<file path="src/rtl/spi_master.sv">
`timescale 1ns/1ps
// spi_master: byte-oriented SPI mode-0 master (CPOL=0, CPHA=0, MSB first, active-low SSEL).
// Optional macro SPI_MASTER_LOOPBACK_EN adds a `loopback` input that samples MOSI instead of MISO.
module spi_master #(
  parameter int CLK_DIV  = 8,
  parameter int CS_SETUP = 2,
  parameter int CS_HOLD  = 2
) (
  input  logic       clk,
  input  logic       rst_n,
  input  logic       tx_valid,
  input  logic [7:0] tx_data,
  input  logic       tx_last,
  output logic       tx_ready,
  output logic       rx_valid,
  output logic [7:0] rx_data,
  output logic       busy,
  output logic       SCK,
  output logic       MOSI,
  output logic       SSEL,
`ifdef SPI_MASTER_LOOPBACK_EN
  input  logic       loopback,
`endif
  input  logic       MISO
);

  localparam int CNT_MAX = (CLK_DIV > CS_SETUP) ?
                           ((CLK_DIV > CS_HOLD) ? CLK_DIV : CS_HOLD) :
                           ((CS_SETUP > CS_HOLD) ? CS_SETUP : CS_HOLD);
  localparam int CNT_W = (CNT_MAX > 1) ? $clog2(CNT_MAX) : 1;
  localparam logic [CNT_W-1:0] DIV_LAST   = CNT_W'(CLK_DIV - 1);
  localparam logic [CNT_W-1:0] SETUP_LAST = CNT_W'(CS_SETUP - 1);
  localparam logic [CNT_W-1:0] HOLD_LAST  = CNT_W'(CS_HOLD - 1);

  generate
    if (CLK_DIV < 2) begin : g_bad_clk_div
      $error("spi_master: CLK_DIV must be >= 2");
    end
    if (CS_SETUP < 1 || CS_HOLD < 1) begin : g_bad_cs
      $error("spi_master: CS_SETUP and CS_HOLD must be >= 1");
    end
  endgenerate

  typedef enum logic [2:0] {IDLE, SETUP, LOW, HIGH, NEXT, HOLD} state_t;

  state_t           state_reg, state_next;
  logic [CNT_W-1:0] cnt_reg, cnt_next;
  logic [2:0]       bitcnt_reg, bitcnt_next;
  logic [7:0]       shift_reg, shift_next;
  logic             last_reg, last_next;
  logic [1:0]       miso_sync_reg;
  logic             tx_ready_reg, tx_ready_next;
  logic             rx_valid_reg, rx_valid_next;
  logic [7:0]       rx_data_reg, rx_data_next;
  logic             busy_reg, busy_next;
  logic             sck_reg, sck_next;
  logic             mosi_reg, mosi_next;
  logic             ssel_reg, ssel_next;
  logic             accept, bit_end, sample;

  assign accept  = tx_valid && tx_ready_reg;
  assign bit_end = (state_reg == HIGH) && (cnt_reg == DIV_LAST);
`ifdef SPI_MASTER_LOOPBACK_EN
  assign sample = loopback ? mosi_reg : miso_sync_reg[1];
`else
  assign sample = miso_sync_reg[1];
`endif

  always_ff @(posedge clk) begin
    if (!rst_n) begin
      state_reg     <= IDLE;
      cnt_reg       <= '0;
      bitcnt_reg    <= '0;
      shift_reg     <= '0;
      last_reg      <= 1'b0;
      miso_sync_reg <= '0;
      tx_ready_reg  <= 1'b0;
      rx_valid_reg  <= 1'b0;
      rx_data_reg   <= '0;
      busy_reg      <= 1'b0;
      sck_reg       <= 1'b0;
      mosi_reg      <= 1'b0;
      ssel_reg      <= 1'b1;
    end else begin
      state_reg     <= state_next;
      cnt_reg       <= cnt_next;
      bitcnt_reg    <= bitcnt_next;
      shift_reg     <= shift_next;
      last_reg      <= last_next;
      miso_sync_reg <= {miso_sync_reg[0], MISO};
      tx_ready_reg  <= tx_ready_next;
      rx_valid_reg  <= rx_valid_next;
      rx_data_reg   <= rx_data_next;
      busy_reg      <= busy_next;
      sck_reg       <= sck_next;
      mosi_reg      <= mosi_next;
      ssel_reg      <= ssel_next;
    end
  end

  always_comb begin
    state_next = state_reg;
    unique case (state_reg)
      IDLE:    if (accept) state_next = SETUP;
      SETUP:   if (cnt_reg == SETUP_LAST) state_next = LOW;
      LOW:     if (cnt_reg == DIV_LAST) state_next = HIGH;
      HIGH:    if (bit_end) begin
                 if (bitcnt_reg != 3'd7) state_next = LOW;
                 else                    state_next = last_reg ? HOLD : NEXT;
               end
      NEXT:    if (accept) state_next = LOW;
      HOLD:    if (cnt_reg == HOLD_LAST) state_next = IDLE;
      default: state_next = IDLE;
    endcase
  end

  // Output registers are loaded from the upcoming state so every pin changes on the transition edge.
  always_comb begin
    cnt_next      = '0;
    bitcnt_next   = bitcnt_reg;
    shift_next    = shift_reg;
    last_next     = last_reg;
    mosi_next     = mosi_reg;
    rx_valid_next = 1'b0;
    rx_data_next  = rx_data_reg;
    if ((state_next == state_reg) && (state_reg inside {SETUP, LOW, HIGH, HOLD}))
      cnt_next = cnt_reg + CNT_W'(1);
    if (accept) begin
      shift_next  = tx_data;
      last_next   = tx_last;
      mosi_next   = tx_data[7];
      bitcnt_next = '0;
    end
    if (bit_end) begin
      bitcnt_next = bitcnt_reg + 3'd1;
      shift_next  = {shift_reg[6:0], sample};
      if (bitcnt_reg == 3'd7) begin
        rx_valid_next = 1'b1;
        rx_data_next  = {shift_reg[6:0], sample};
      end else begin
        mosi_next = shift_reg[6];
      end
    end
    // First IDLE cycle after HOLD keeps tx_ready low so SSEL has a visible high gap.
    tx_ready_next = ((state_next == IDLE) && (state_reg == IDLE)) || (state_next == NEXT);
    ssel_next     = (state_next == IDLE);
    sck_next      = (state_next == HIGH);
    busy_next     = (state_next != IDLE);
  end

  assign tx_ready = tx_ready_reg;
  assign rx_valid = rx_valid_reg;
  assign rx_data  = rx_data_reg;
  assign busy     = busy_reg;
  assign SCK      = sck_reg;
  assign MOSI     = mosi_reg;
  assign SSEL     = ssel_reg;

endmodule

</file>
<file path="config.mk">
export PLATFORM = sky130hd
export DESIGN_NAME = spi_master
export DESIGN_NICKNAME = d
export VERILOG_FILES = /design/src/rtl/spi_master.sv
export SDC_FILE = /design/constraint.sdc
export NUM_CORES = 1
export LEC_CHECK = 0
export BUFFER_PORTS_ARGS = -buffer_cell sky130_fd_sc_hd__buf_2
export CELL_PAD_IN_SITES_DETAIL_PLACEMENT = 0
export CELL_PAD_IN_SITES_GLOBAL_PLACEMENT = 1
export CORE_MARGIN = 4
export CORE_UTILIZATION = 34
export CTS_BUF_LIST = sky130_fd_sc_hd__clkbuf_8
export DETAILED_ROUTE_END_ITERATION = 10
export GPL_ROUTABILITY_DRIVEN = 1
export PLACE_DENSITY_LB_ADDON = 0.1
export REMOVE_ABC_BUFFERS = 1
export SLEW_MARGIN = 20
export SYNTH_ARGS = -nofsm -noshare
export SYNTH_HDL_FRONTEND = slang
export SYNTH_SLANG_ARGS = --single-unit
</file>
<file path="constraint.sdc">
create_clock -name clk -period 1.4 [get_ports clk]
set_input_delay 0.14 -clock clk [delete_from_list [all_inputs] [get_ports clk]]
set_output_delay 0.14 -clock clk [all_outputs]
set_load 0.01 [all_outputs]
</file>
# Word level (Yosys, flattened, before mapping)
# Cells that the tools add are included.
# classes
n_addsub,2
n_reduce_logical,13
n_eq_ne,12
muxes,17
# op_table
op,n
$mux 3,9
$pmux 3 s6,1
$eq 3x3->1 const B,5
$mux 7,2
$eq 3x2->1 const B,3
$add 3x1->3 const B,2
$eq 3x1->1 const B,2
$logic_not 3->1,2
$reduce_and 2->1,3
$mux 1,5
$logic_and 1x1->1,4
$reduce_bool 4->1,1
$eq 3x3->1,1
$ne 3x3->1 const B,1
$reduce_bool 3->1,1
$reduce_bool 2->1,1
$logic_or 1x1->1,1
# totals
wordCells,57
inputBits,13
reg_bits,33
output_inout_bits,14

# Longest topological paths before layout
# logic_depth
ltp_word,7
mapped_depth,6
ltp_nobuf,6

# Least setup slack after synthesis
# No wires, ideal clock.
# synth_timing
path_type,flip-flop to flip-flop
startpoint,reg cnt_reg[0]
endpoint,"reg ssel_reg, in the netlist SSEL"
arrival_time_ns,1.423
stages_incl_launch_ff,7
setup_ns,0.115
required_ns,1.285
n_path_buf,0
setup_slack_ns,-0.138
path_cell_list,dfxtp_1 -> ha_1 -> ha_1 -> a41oi_1 -> o21ai_0 -> and4_1 -> a21o_2
# synth_via
elab_chain_cells,5
# synth_lines
element,line,text
"start, declared",47,"logic [CNT_W-1:0] cnt_reg, cnt_next;"
"start signal, assigned",86,cnt_reg <= cnt_next;
$eq 3x3->1,"62, 106",
$logic_and 1x1->1,62,assign bit_end = (state_reg == HIGH) && (cnt_reg == DIV_LAST);
$mux 3,107,HIGH: if (bit_end) begin
$pmux 3 s6 *,103,unique case (state_reg)
$logic_not 3->1 *,146,ssel_next = (state_next == IDLE);
"end signal, assigned",97,ssel_reg <= ssel_next;
"end, declared",58,"logic ssel_reg, ssel_next;"
# Mark *: on every way between the ends. The rest lies on a longest branch, timed or not.
# A chain may end at the register's enable or synchronous reset.

# Worst setup path after layout
# Ends and elaborated chain as after synthesis.

==> results by group <==
Place
  • Port-buffer cells: 26
  • Dpl hpwl: about 2.6 mm
  • Routability cong.: roughly 0.74

STA
  • Rel. slew slack: between 70% and 80%
  • Max-slew violations: 0
  • Final WS setup: -0.105 ns
  • Final Hold Viols: 0
  • Fmax: approximately 660 MHz
  • Post-route minimum period: roughly 1.5 ns
  • Setup Viol. Count Final: 10
  • Fin Setup TNS: -0.635 ns
  • RSZ-0062 raised after global routing: true
  • Slew @ Worst Pin: 0.357 ns
  • Crit share post-route: 107%
  • Worst Skew: approximately 0.0079 ns

Final layout
  • Synth-to-Final Area Change: 38.0%
  • Final core occ: between 40% and 50%
  • ANT cells: 0
  • Most frequent cells in the layout: 30 x dfxtp_1, 26 x buf_2, 22 x nand2_1, 20 x nand3_1, 16 x buf_4
  • Fin nets: 223
  • Commonest non-fill, non-tap cell in the layout: dfxtp_1
  • Max FFs per register: 8
  • Fraction of layout cells with a size suffix above 1: 38.0%

Synth
  • Netlist cell types: 35
  • YS warnings: 0
  • Syn Inst Count: between 150 and 200
  • Synth Cell Area: between 1000 and 1500 um2
  • Synth Area per Inst: 8.86 um2
  • Sequential share of the synthesized area: between 40 and 50%
  • #FFs+latches synth: 33

Worst setup path
  • Critical Path AT: about 1.7 ns
  • Cell Chain, Critical Path: ha_4 -> ha_4 -> nand2_1 -> a211o_1 -> and4_4 -> a21o_2
  • CP Launch Type: register
  • CP endpoint kind: register
  • Crit-path max cell delay: approximately 0.36 ns
  • CP max FO: 5
  • CP required: 1.58 ns
  • Crit-path slowest cell: dfxtp_2
  • Flop-to-flop setup slack: -0.10 ns
  • Crit Path Class: register to register
  • Critical Path Most Common Cell: ha_4

Route
  • Vias per cell: 5.20
  • DRC Markers: 0
  • Routed len/inst: around 14 um
  • Via count: about 1300
  • Final wirelength: approximately 3.6 mm
  • Routed Antenna Nets: 0
  • DRT Pass-1 Iters: 4
  • DR iter-0 viols: a little under 60

Job
  • Max_cap viols: 0

Clock tree
  • Number of hold buffers added after CTS: 0
  • Htree depth: 2
  • Reg clk slew, reported paths: approximately 0.060 ns
  • CTS tree: built
  • Max Buffers Root-to-Sink: 2
  • Clk root buf: clkbuf_8
  • TritonCTS buffer count: 5
  • Clk sinks: 33
  • Skew-Pair Late Insertion Delay: 0.29 ns

Die
  • Die footprint: roughly 5300 um2
  • Die width: ~73 um
  • Die height: about 73 um
  • Core area: 4030 um2
  • Num rows: 23
  • Initial Util: a little over a third
  • Ports: 27

Worst hold path
  • Min-Delay Path Class: input port to register

Power and ir drop
  • Clock Power Share: 36.3%
  • Proportion of power drawn by combinational gates: roughly an eighth
  • Pwr per Cell Area: around 990 nW/um2
  • Worst IR Drop VDD: between 0.0005 and 0.0006 V
  • Sequential power share: between 50 and 60%
  • Switching power: roughly 480 uW
  • Sw Share: about a quarter
  • Leak: about 0.00084 uW
  • Int Pwr: 1480 uW

Global routing
  • GRT overflow: 0
  • Tot GR Track Use: 15.2%
  • Vias in the first global route: ~1400
  • Global-route wire length before repair: approximately 6 mm
  • Initial antenna violation count: 0
  • Largest net degree at the start of global routing: 18

Outcome
  • Outcome: finished with violations
  • Failing checks: setup timing
==> critical path: cells and delay by family (launching register included) <==
kind                     cells  cell delay (ns)
adder cells (fa/ha/maj)      2             0.28
flip-flops                   1             0.36
AND/OR/NAND/NOR              2             0.25
AO/OA/AOI/OAI                2             0.50
==> power groups by stage <==
stage | logic [uW] | registers (uW) | clock network, uW
after floorplan | 90.0 | 1030 | 0
after global placement | 211 | 1020 | 0
after detailed placement | 214 | 1020 | 0
after CTS | 236 | 1010 | 744
after global routing | 264 | 1010 | 770
final | 237 | 1010 | 709
==> cell usage after synthesis, drive strengths merged <==
cell type | number | share of area, %
o22a | 1 | 0.61
nand4b | 1 | 1.7
o32a | 1 | 1.6
and4 | 1 | 0.61
buf | 6 | 2.9
clkbuf | 5 | 1.3
nand4 | 1 | 0.44
a41oi | 1 | 0.61
nor3b | 1 | 0.53
nand2b | 3 | 1.3
o21ai | 1 | 0.35
nor2b | 2 | 0.88
nand3 | 20 | 7.0
a21oi | 14 | 4.9
dfxtp | 33 | 46
and2 | 4 | 1.8
a221oi | 1 | 0.61
a211o | 1 | 0.61
and3b | 2 | 1.2
o31ai | 1 | 0.53
o22ai | 1 | 0.44
a21o | 1 | 0.61
inv | 4 | 1.1
a311oi | 7 | 4.3
nor3 | 4 | 1.4
a21boi | 1 | 0.53
ha | 5 | 4.4
nand3b | 2 | 1.1
and3 | 2 | 0.88
nor2 | 10 | 2.6
nand2 | 23 | 6.2
and4b | 1 | 0.70
==> stage by stage <==
step	power (uW)	setup WS (ns)	hold WS (ns)	std cells	area (um2)
6_report	1950	-0.105	0.0609	255	1970
5_1_grt	2050	-0.169	0.0561	255	1970
3_3_place_gp	1240	-0.178	0.348	246	1730
3_5_place_dp	1240	-0.203	0.351	246	1730
2_1_floorplan	1120	-0.249	0.262	150	1370
4_1_cts	1990	-0.0977	0.0530	255	1960
==> what timing repair did <==
item	4_1_cts	5_1_grt
setup buffers	2	0
setup endpoints to repair	29	28
pin swaps	22	2
gates resized for setup	30	3
==> worst paths after layout <==
path                     from               end  depth (start not counted)
max                cnt_reg[0]              SSEL                          6
min                      MISO  miso_sync_reg[0]                          2
max reg2reg        cnt_reg[0]              SSEL                          6
min reg2reg  miso_sync_reg[0]  miso_sync_reg[1]                          1
==> cell type report <==
class | instances | area (um2)
flip-flops and latches | 33 | 664
inverters | 4 | 15.0
repair buffers | 48 | 335
clock buffers | 6 | 82.6
clock inverters | 1 | 3.75
fillers | 394 | 2060
well taps | 50 | 62.6
multi-input cells | 113 | 805
==> cells by family after synthesis <==
family / synth area share (%)
AO/OA/AOI/OAI: 15.7
adder cells (fa/ha/maj): 4.39
buffers and inverters: 5.26
flip-flops: 46.3
AND/OR/NAND/NOR: 28.3
==> metal layers <==
| layer | global-route usage, % | part of all wire [%] |
|---|---|---|
| met5 | 0 | 0 |
| met1 | 17.7 | 45 |
| met2 | 24.9 | 48 |
| met3 | 4.55 | 5.0 |
| met4 | 7.79 | 2.8 |
No activity file was read; power rests on OpenSTA's default activity.
